## src/rtl/lif_membrane_integrator.sv

```systemverilog
// Leaky integrate-and-fire membrane integrator.
// Accumulates signed synaptic currents into a saturating membrane potential.
// At each timestep boundary it applies a shift-based leak, presents the
// post-leak potential for one cycle, and then fires by subtracting the
// threshold when the potential has reached it.
module lif_membrane_integrator #(
  parameter int DATA_WIDTH    = 16,
  parameter int NUM_TIMESTEPS = 8,
  parameter int TS_WIDTH      = 8
) (
  input  logic                         clk,
  input  logic                         rstn,
  input  logic                         start,
  input  logic                         current_valid,
  output logic                         current_ready,
  input  logic signed [DATA_WIDTH-1:0] current,
  input  logic                         timestep_end,
  input  logic [3:0]                   leak_shift,
  input  logic signed [DATA_WIDTH-1:0] threshold,
  output logic signed [DATA_WIDTH-1:0] membrane_potential,
  output logic                         potential_valid,
  output logic [TS_WIDTH-1:0]          timestep_count,
  output logic                         busy,
  output logic                         done
);

  localparam int W = DATA_WIDTH;

  typedef enum logic [1:0] {
    IDLE      = 2'd0,
    INTEGRATE = 2'd1,
    LEAK      = 2'd2,
    EMIT      = 2'd3
  } state_t;

  state_t                state, state_next;
  logic signed [W-1:0]   v, v_next;
  logic [TS_WIDTH-1:0]   ts, ts_next;
  logic                  done_next;
  logic                  last_ts;
  logic [W:0]            sum_ext;
  logic [W:0]            diff_ext;

  // Clamp a W+1 bit result into the W-bit signed range. Overflow shows up
  // as the two top bits disagreeing; the top bit then gives the direction.
  function automatic logic signed [W-1:0] sat(input logic [W:0] x);
    if (x[W] != x[W-1]) begin
      return x[W] ? {1'b1, {(W-1){1'b0}}} : {1'b0, {(W-1){1'b1}}};
    end
    return x[W-1:0];
  endfunction

  // Sign-extended one bit so add/subtract cannot wrap before clamping.
  assign sum_ext  = {v[W-1], v} + {current[W-1], current};
  assign diff_ext = {v[W-1], v} - {threshold[W-1], threshold};
  assign last_ts  = (ts == TS_WIDTH'(NUM_TIMESTEPS - 1));

  // Next-state, next-potential and next-timestep decode.
  // NOTE: every signal written here gets a default first so no path leaves it unassigned (no latch).
  always_comb begin
    state_next = state;
    v_next     = v;
    ts_next    = ts;
    done_next  = 1'b0;
    case (state)
      IDLE: begin
        if (start) begin
          v_next     = '0;
          ts_next    = '0;
          state_next = INTEGRATE;
        end
      end
      INTEGRATE: begin
        // A current arriving with timestep_end still belongs to this timestep.
        if (current_valid) v_next = sat(sum_ext);
        if (timestep_end) state_next = LEAK;
      end
      LEAK: begin
        // v - (v >>> s) moves v toward zero and can never overflow.
        if (leak_shift != 4'd0) v_next = v - (v >>> leak_shift);
        state_next = EMIT;
      end
      EMIT: begin
        if (v >= threshold) v_next = sat(diff_ext);
        if (last_ts) begin
          done_next  = 1'b1;
          ts_next    = '0;
          state_next = IDLE;
        end else begin
          ts_next    = ts + TS_WIDTH'(1);
          state_next = INTEGRATE;
        end
      end
      default: state_next = IDLE;
    endcase
  end

  // State, potential, timestep counter and done pulse registers.
  // NOTE: sequential state uses non-blocking assignments so all registers update from pre-edge values.
  always_ff @(posedge clk) begin
    if (!rstn) begin
      state <= IDLE;
      v     <= '0;
      ts    <= '0;
      done  <= 1'b0;
    end else begin
      state <= state_next;
      v     <= v_next;
      ts    <= ts_next;
      done  <= done_next;
    end
  end

  assign membrane_potential = v;
  assign timestep_count     = ts;
  assign potential_valid    = (state == EMIT);
  assign busy               = (state != IDLE);
  assign current_ready      = (state == INTEGRATE);

endmodule

```

## config.mk

```make
export PLATFORM = sky130hd
export DESIGN_NAME = lif_membrane_integrator
export DESIGN_NICKNAME = d
export VERILOG_FILES = /design/src/rtl/lif_membrane_integrator.sv
export SDC_FILE = /design/constraint.sdc
export NUM_CORES = 1
export LEC_CHECK = 0
export CAP_MARGIN = 20
export CORE_MARGIN = 3
export CORE_UTILIZATION = 51
export DETAILED_ROUTE_END_ITERATION = 8
export PLACE_DENSITY = 0.9
export SLEW_MARGIN = 30
export SYNTH_ARGS = -nofsm -noshare
export SYNTH_HDL_FRONTEND = slang
export SYNTH_SLANG_ARGS = --single-unit
export TNS_END_PERCENT = 100
```

## constraint.sdc

```tcl
create_clock -name clk -period 3.7 [get_ports clk]
set_input_delay 0.555 -clock clk [delete_from_list [all_inputs] [get_ports clk]]
set_output_delay 0.555 -clock clk [all_outputs]
set_load 0.03 [all_outputs]
```

Word level (Yosys, flattened, before mapping)
Index checks and enable logic that the tools add are counted.

Flip-flop bits (word level): 27. Output and inout port bits: 28.

Add/subtract/negate cells: 4. Order comparisons: 1. Equality and inequality tests: 11. Shift-type cells: 1. Muxes and demuxes: 25. Reduce and logical (&&, ||, !) cells: 8.

Operators by type and width (count): $mux 16 (10); $pmux 16 s4 (1); $add 16x16->17 (1); $sub 16x16->17 (1); $ge 16x16->1 (1); $mux 8 (2); $pmux 8 s2 (1); $sshr 16x4->16 (1); $sub 16x16->16 (1); $add 8x1->8 const B (1); $eq 8x3->1 const B (1); $mux 1 (8); $pmux 2 s4 (1); $ne 2x2->1 const B (3); $reduce_and 2->1 (3); $eq 2x2->1 const B (2); $mux 2 (2); $ne 2x1->1 const B (2); $reduce_and 4->1 (1); $reduce_bool 2->1 (2); $reduce_bool 4->1 (1); $eq 2x1->1 const B (1); $logic_not 2->1 (1); $ne 1x1->1 (2).

Logic depth before layout (Yosys ltp)
Gate-level depths: netlist (run 1).

Depth in word-level cells: 8. Depth in mapped cells: 18. Gate-level depth less buffers: 16.

Worst setup path before layout (run 1)
No wires, ideal clock.

Path type: in2reg. Start: in leak_shift[1]. End: reg v[14], in the netlist membrane_potential[14]. Setup time: 124 ps. Data arrival time: 3746 ps. Data required time: 3576 ps. Path slack: -170 ps. Cell stages on the path: 17. Cells stage by stage: clkbuf_1 clkbuf_1 clkbuf_1 o21ai_0 o211ai_1 o21ai_0 mux2_2 ha_1 fa_1 nand2b_1 a21oi_1 o31ai_1 a31oi_1 a31oi_1 xnor2_1 a32oi_1 nand3_1.

Longest elaborated chain between the ends: 4. Elaborated cells on any way between the ends: 7. Classes of those cells: add/sub: 1; eq/ne: 1; shift: 1; mux: 2; reduce/logical: 2.

RTL lines: from (decl) (line 18) `input logic [3:0] leak_shift,`; $sshr 16x4->16 (line 80) `if (leak_shift != 4'd0) v_next = v - (v >>> leak_shift);`; $sub 16x16->16 (line 80); $mux 16 (line 80); $pmux 16 s4 (line 65) `case (state)`; to (signal assigned) (line 108) `v <= v_next;`; to (decl) (line 37) `logic signed [W-1:0] v, v_next;`.

Parallel ways exist; a longest one is shown, timed or not. The select of a mux whose other input is x is not followed. A chain may end at the register's enable or synchronous reset.

Final worst setup path (run 1)
Start: in leak_shift[0]. End: reg v[12], in the netlist membrane_potential[12].

Same word-level chain as after synthesis.

==> run summary, run 1 <==
The total number of vias is 5377. Most used flip-flop cell after synthesis: sky130_fd_sc_hd__dfxtp_1. The horizontal die dimension came out at 100 um. The peak fanout along the critical path works out to 12. Setup total negative slack on the finished layout was measured at 0 ps.

The routed design could run at a clock period as short as 3560 ps. Each instance of the synthesized netlist takes up on average 7.27 sq um. Input and output buffers added on the ports amount to 68. sky130_fd_sc_hd__ha_1 takes more of the synthesized area than any other cell. The count of nets left with antenna violations once routing finished came out at 0.

Static timing analysis puts the maximum clock frequency at 0.281 GHz. The clock network latency to the later pin of the worst-skew pair is 280 ps. The row count was 33; the flip-flop and latch count after synthesis was 27.

For the worst reg-to-reg setup slack, the log shows 320 ps. The total nets after synthesis was 724. The number of buffers inserted for hold repair after clock tree synthesis was 0. Sorting the synthesized cells by how often they occur yields sky130_fd_sc_hd__nor2_1 (63), sky130_fd_sc_hd__o21ai_0 (63), sky130_fd_sc_hd__ha_1 (56), sky130_fd_sc_hd__a21oi_1 (52), sky130_fd_sc_hd__nand2_1 (39).

The slew at the pin with the worst max-slew slack is 723 ps. Walking the worst path, the cells encountered are clkdlybuf4s50_1 > buf_6 > buf_4 > a211o_1 > a21oi_1 > a21oi_1 > o21ai_0 > ha_1 > o21ai_2 > a21oi_2 > o31ai_2 > a31oi_1 > buf_4 > buf_4 > xor2_1 > a32oi_1 > nand3_1. The first global-routing pass estimated 25.3 mm of wire. For the last weighted congestion value of the routability-driven placer, the log shows 1.02. After the last flow step, the layout net total stands at 843. Counting the buffers created by CTS gives 3. The number of cells in the design after placement came out at 839. For the synthesized instance count, the log shows 624. The cell occurring most often along the worst timing path was sky130_fd_sc_hd__buf_4. At the worst endpoint, the arrival time is 3740 ps. TritonCTS built the clock tree. The run gives 537 as the number of violations reported at the end of detailed-routing iteration 0. In this run the critical register-to-register path is captured at membrane_potential[12].

The maximum number of pins on one net before global-route repair was 17; the number of I/O pins was 69. Worst flop-to-flop path startpoint: membrane_potential[8]. After legalization and detailed placement, the total HPWL measured 12.8 mm. The count of final max-slew check failures is 0, and the netlist area before placement is 0.00454 sq mm.

The deepest level of the CTS H-tree was 1. For the overall overflow remaining after global route, the log shows 0. Counting distinct cell types in the post-synthesis netlist gives 69. The cell type of the slowest stage on the worst timing path was sky130_fd_sc_hd__clkdlybuf4s50_1.

The worst register-to-register path has a depth of 16. The die covers 0.0101 sq mm. The die height is 100 um, and the placeable core area is 0.00842 sq mm. The tools report the critical path required time as 3880 ps. The run finished with clean final reports. In the synthesized netlist the async set-or-reset flop fraction comes to 0%. The share of the cycle needed by the critical path after routing was 96.2%; the maximum clock skew at final layout was 5.88 ps.

The category of the worst setup path capture point was a flop. The tools report the end point of the most critical hold path as timestep_count[7]. For this design the static power due to leakage is 2.61 nW. The maximum vdd ir drop came out at 0.000378 V. CTS root buffer: sky130_fd_sc_hd__clkbuf_8. Sorting the synthesized cells by area gives the leading types as sky130_fd_sc_hd__ha_1 (15%), sky130_fd_sc_hd__dfxtp_1 (12%), sky130_fd_sc_hd__o21ai_0 (6.9%).

Counting instances, the worst hold path has a depth of 2. For the final worst slack, the log shows 139 ps. After clock tree synthesis, the clock-pin slew on the worst setup and hold paths is 110 ps. For this run, the total global-route usage over all layers was measured as 30.9%. The delay contributed by the slowest stage of the critical path is 460 ps. The count of fill cells added during filler insertion is 689, and the number of enable-type register cells in the synthesized netlist is 0. The initial utilization of the core area, before any placement, comes to 53.9%. The clock passes through at most 2 buffers. The logs give 0 for the count of antenna diodes in the layout and 519 ps for the worst hold slack after final layout. The logs give 0 for the count of final hold-check violations and 0 for the count of maximum capacitance violations. The type of the worst setup path was primary input to flop.

The number of global-route vias before repair is 5272, and the pre-CTS worst setup slack is -430 ps. The final wirelength was 16.0 mm; the share of synthesized area occupied by flip-flops and latches was 11.9%. The relative area change from synthesis to final layout is 29.6%. The number of antenna violations at the first check in global routing is 0, and the share of the synthesized area in the top cell type is 15.4%. Total clock sinks: 27. The DRC violation count after routing is 0, and the post-detailed-route wirelength per cell is 18.8 um. For the number of setup violations in the final report, the log shows 0.

The start point of the worst min-delay path is timestep_count[7]. The tools report the type of origin of the critical path as a primary input. After detailed routing, the number of vias per cell comes to 6.35. The run gives 847 as the filler-free cell count of the finished design.

The headroom to the max-slew limit came out at 51.3%. The tightest min-delay check is of the flop to flop type. Cells fill 69.8% of the core in the end.

The power per unit of standard cell area was 725 mW/mm^2; the fraction of final layout cells with drive strength greater than 1 was 14.0%. During synthesis, Yosys emitted a total of 0 warnings. Before antenna repair, the detailed router went through 5 iterations.
[worst max-delay path: cells and delay by family]
kind	cells	cell delay, ps
buf+inv	5	1080
compound gates	9	1580
fa+ha+maj	1	310
xor+xnor	1	140
simple gates	1	90
[final cells by class]
class,instances,area [sq um],share of cell area (%)
Multi-Input combinational cell,541,3840,65.3
Timing Repair Buffer,134,1180,20.1
Sequential cell,27,541,9.19
Inverter,36,135,2.30
Tap cell,105,131,2.23
Clock buffer,3,41.3,0.702
Clock inverter,1,7.51,0.128
[power breakdown]
group          total, W  internal, W  leakage [nW]  switching (W)
clock network  0.000182    0.0000768        0.0217       0.000106
logic           0.00356      0.00155          2.37        0.00201
registers      0.000524     0.000363         0.219       0.000161
total           0.00426      0.00199          2.61        0.00228
[routing by layer]
metal	part of all wire (%)	up-vias	track usage (%)
met5	0	-	0
met4	5.6	0	17.1
met3	9.5	78	4.31
met2	47	284	52.1
met1	38	2466	37.7
li1	-	2549	-
[cells by family after synthesis]
logic type / Yosys count / share of synthesized area (%)
adder cells (fa/ha/maj): 59 / 16.8
AND/OR/NAND/NOR: 188 / 19.9
buffers and inverters: 56 / 5.13
multiplexers: 19 / 4.38
XOR/XNOR: 41 / 7.91
flip-flops: 27 / 11.9
AO/OA/AOI/OAI: 234 / 34.0
[registers in the layout, summed over array words and instances, names as in the netlist]
name / count
timestep_count: 8
membrane_potential: 16
done: 1
state: 2
[worst max path at each step]
| stage | slack, ps | startpoint | end |
|---|---|---|---|
| 2_1_floorplan | 60 | leak_shift[1] | membrane_potential[14] |
| 3_3_place_gp | -290 | leak_shift[1] | membrane_potential[14] |
| 3_5_place_dp | -430 | leak_shift[1] | membrane_potential[14] |
| 4_1_cts | 130 | leak_shift[0] | membrane_potential[14] |
| 5_1_grt | -40 | leak_shift[1] | membrane_potential[14] |
| 6_report | 140 | leak_shift[0] | membrane_potential[12] |
[per-stage QoR]
| stage | area [sq um] | total power (W) |
|---|---|---|
| after floorplan | 4540 | 0.00267 |
| after global placement | 5720 | 0.00370 |
| after detailed placement | 5720 | 0.00382 |
| after CTS | 5800 | 0.00405 |
| after global routing | 5880 | 0.00455 |
| final | 5880 | 0.00426 |
[cells in the final DEF (no fill, tap or decap), types with 4 or more instances in the layout]
cell type / instances
sky130_fd_sc_hd__a211o_1: 5
sky130_fd_sc_hd__a211oi_1: 5
sky130_fd_sc_hd__a21o_1: 16
sky130_fd_sc_hd__a21oi_1: 51
sky130_fd_sc_hd__a311oi_1: 7
sky130_fd_sc_hd__a31oi_1: 12
sky130_fd_sc_hd__a32oi_1: 5
sky130_fd_sc_hd__and2_1: 5
sky130_fd_sc_hd__and3_1: 5
sky130_fd_sc_hd__buf_4: 62
sky130_fd_sc_hd__clkdlybuf4s50_1: 67
sky130_fd_sc_hd__dfxtp_1: 27
sky130_fd_sc_hd__ha_1: 55
sky130_fd_sc_hd__inv_1: 33
sky130_fd_sc_hd__mux2_2: 7
sky130_fd_sc_hd__mux2i_1: 9
sky130_fd_sc_hd__nand2_1: 39
sky130_fd_sc_hd__nand2b_1: 17
sky130_fd_sc_hd__nand3_1: 16
sky130_fd_sc_hd__nor2_1: 63
sky130_fd_sc_hd__nor2b_1: 9
sky130_fd_sc_hd__nor3_1: 11
sky130_fd_sc_hd__o211ai_1: 7
sky130_fd_sc_hd__o211ai_2: 4
sky130_fd_sc_hd__o21a_1: 10
sky130_fd_sc_hd__o21ai_0: 55
sky130_fd_sc_hd__o21ai_1: 14
sky130_fd_sc_hd__o21bai_1: 5
sky130_fd_sc_hd__o22ai_1: 4
sky130_fd_sc_hd__xnor2_1: 25
sky130_fd_sc_hd__xor2_1: 16
[repair_timing]
action / CTS / global route
endpoints found under the hold margin: 0 / 0
endpoints found under the setup margin: 3 / 4
pin swaps: 2 / 7
buffers inserted: 0 / 3
gates cloned: 1 / 0
gates resized for setup: 8 / 19
Power figures use the tool's default switching activity.
==> inputs of run 2 (changes only) <==
CAP_MARGIN = 30   (was 20)
==> results of run 2 <==
Final layout, timing and power as in run 1 (identical DEF).
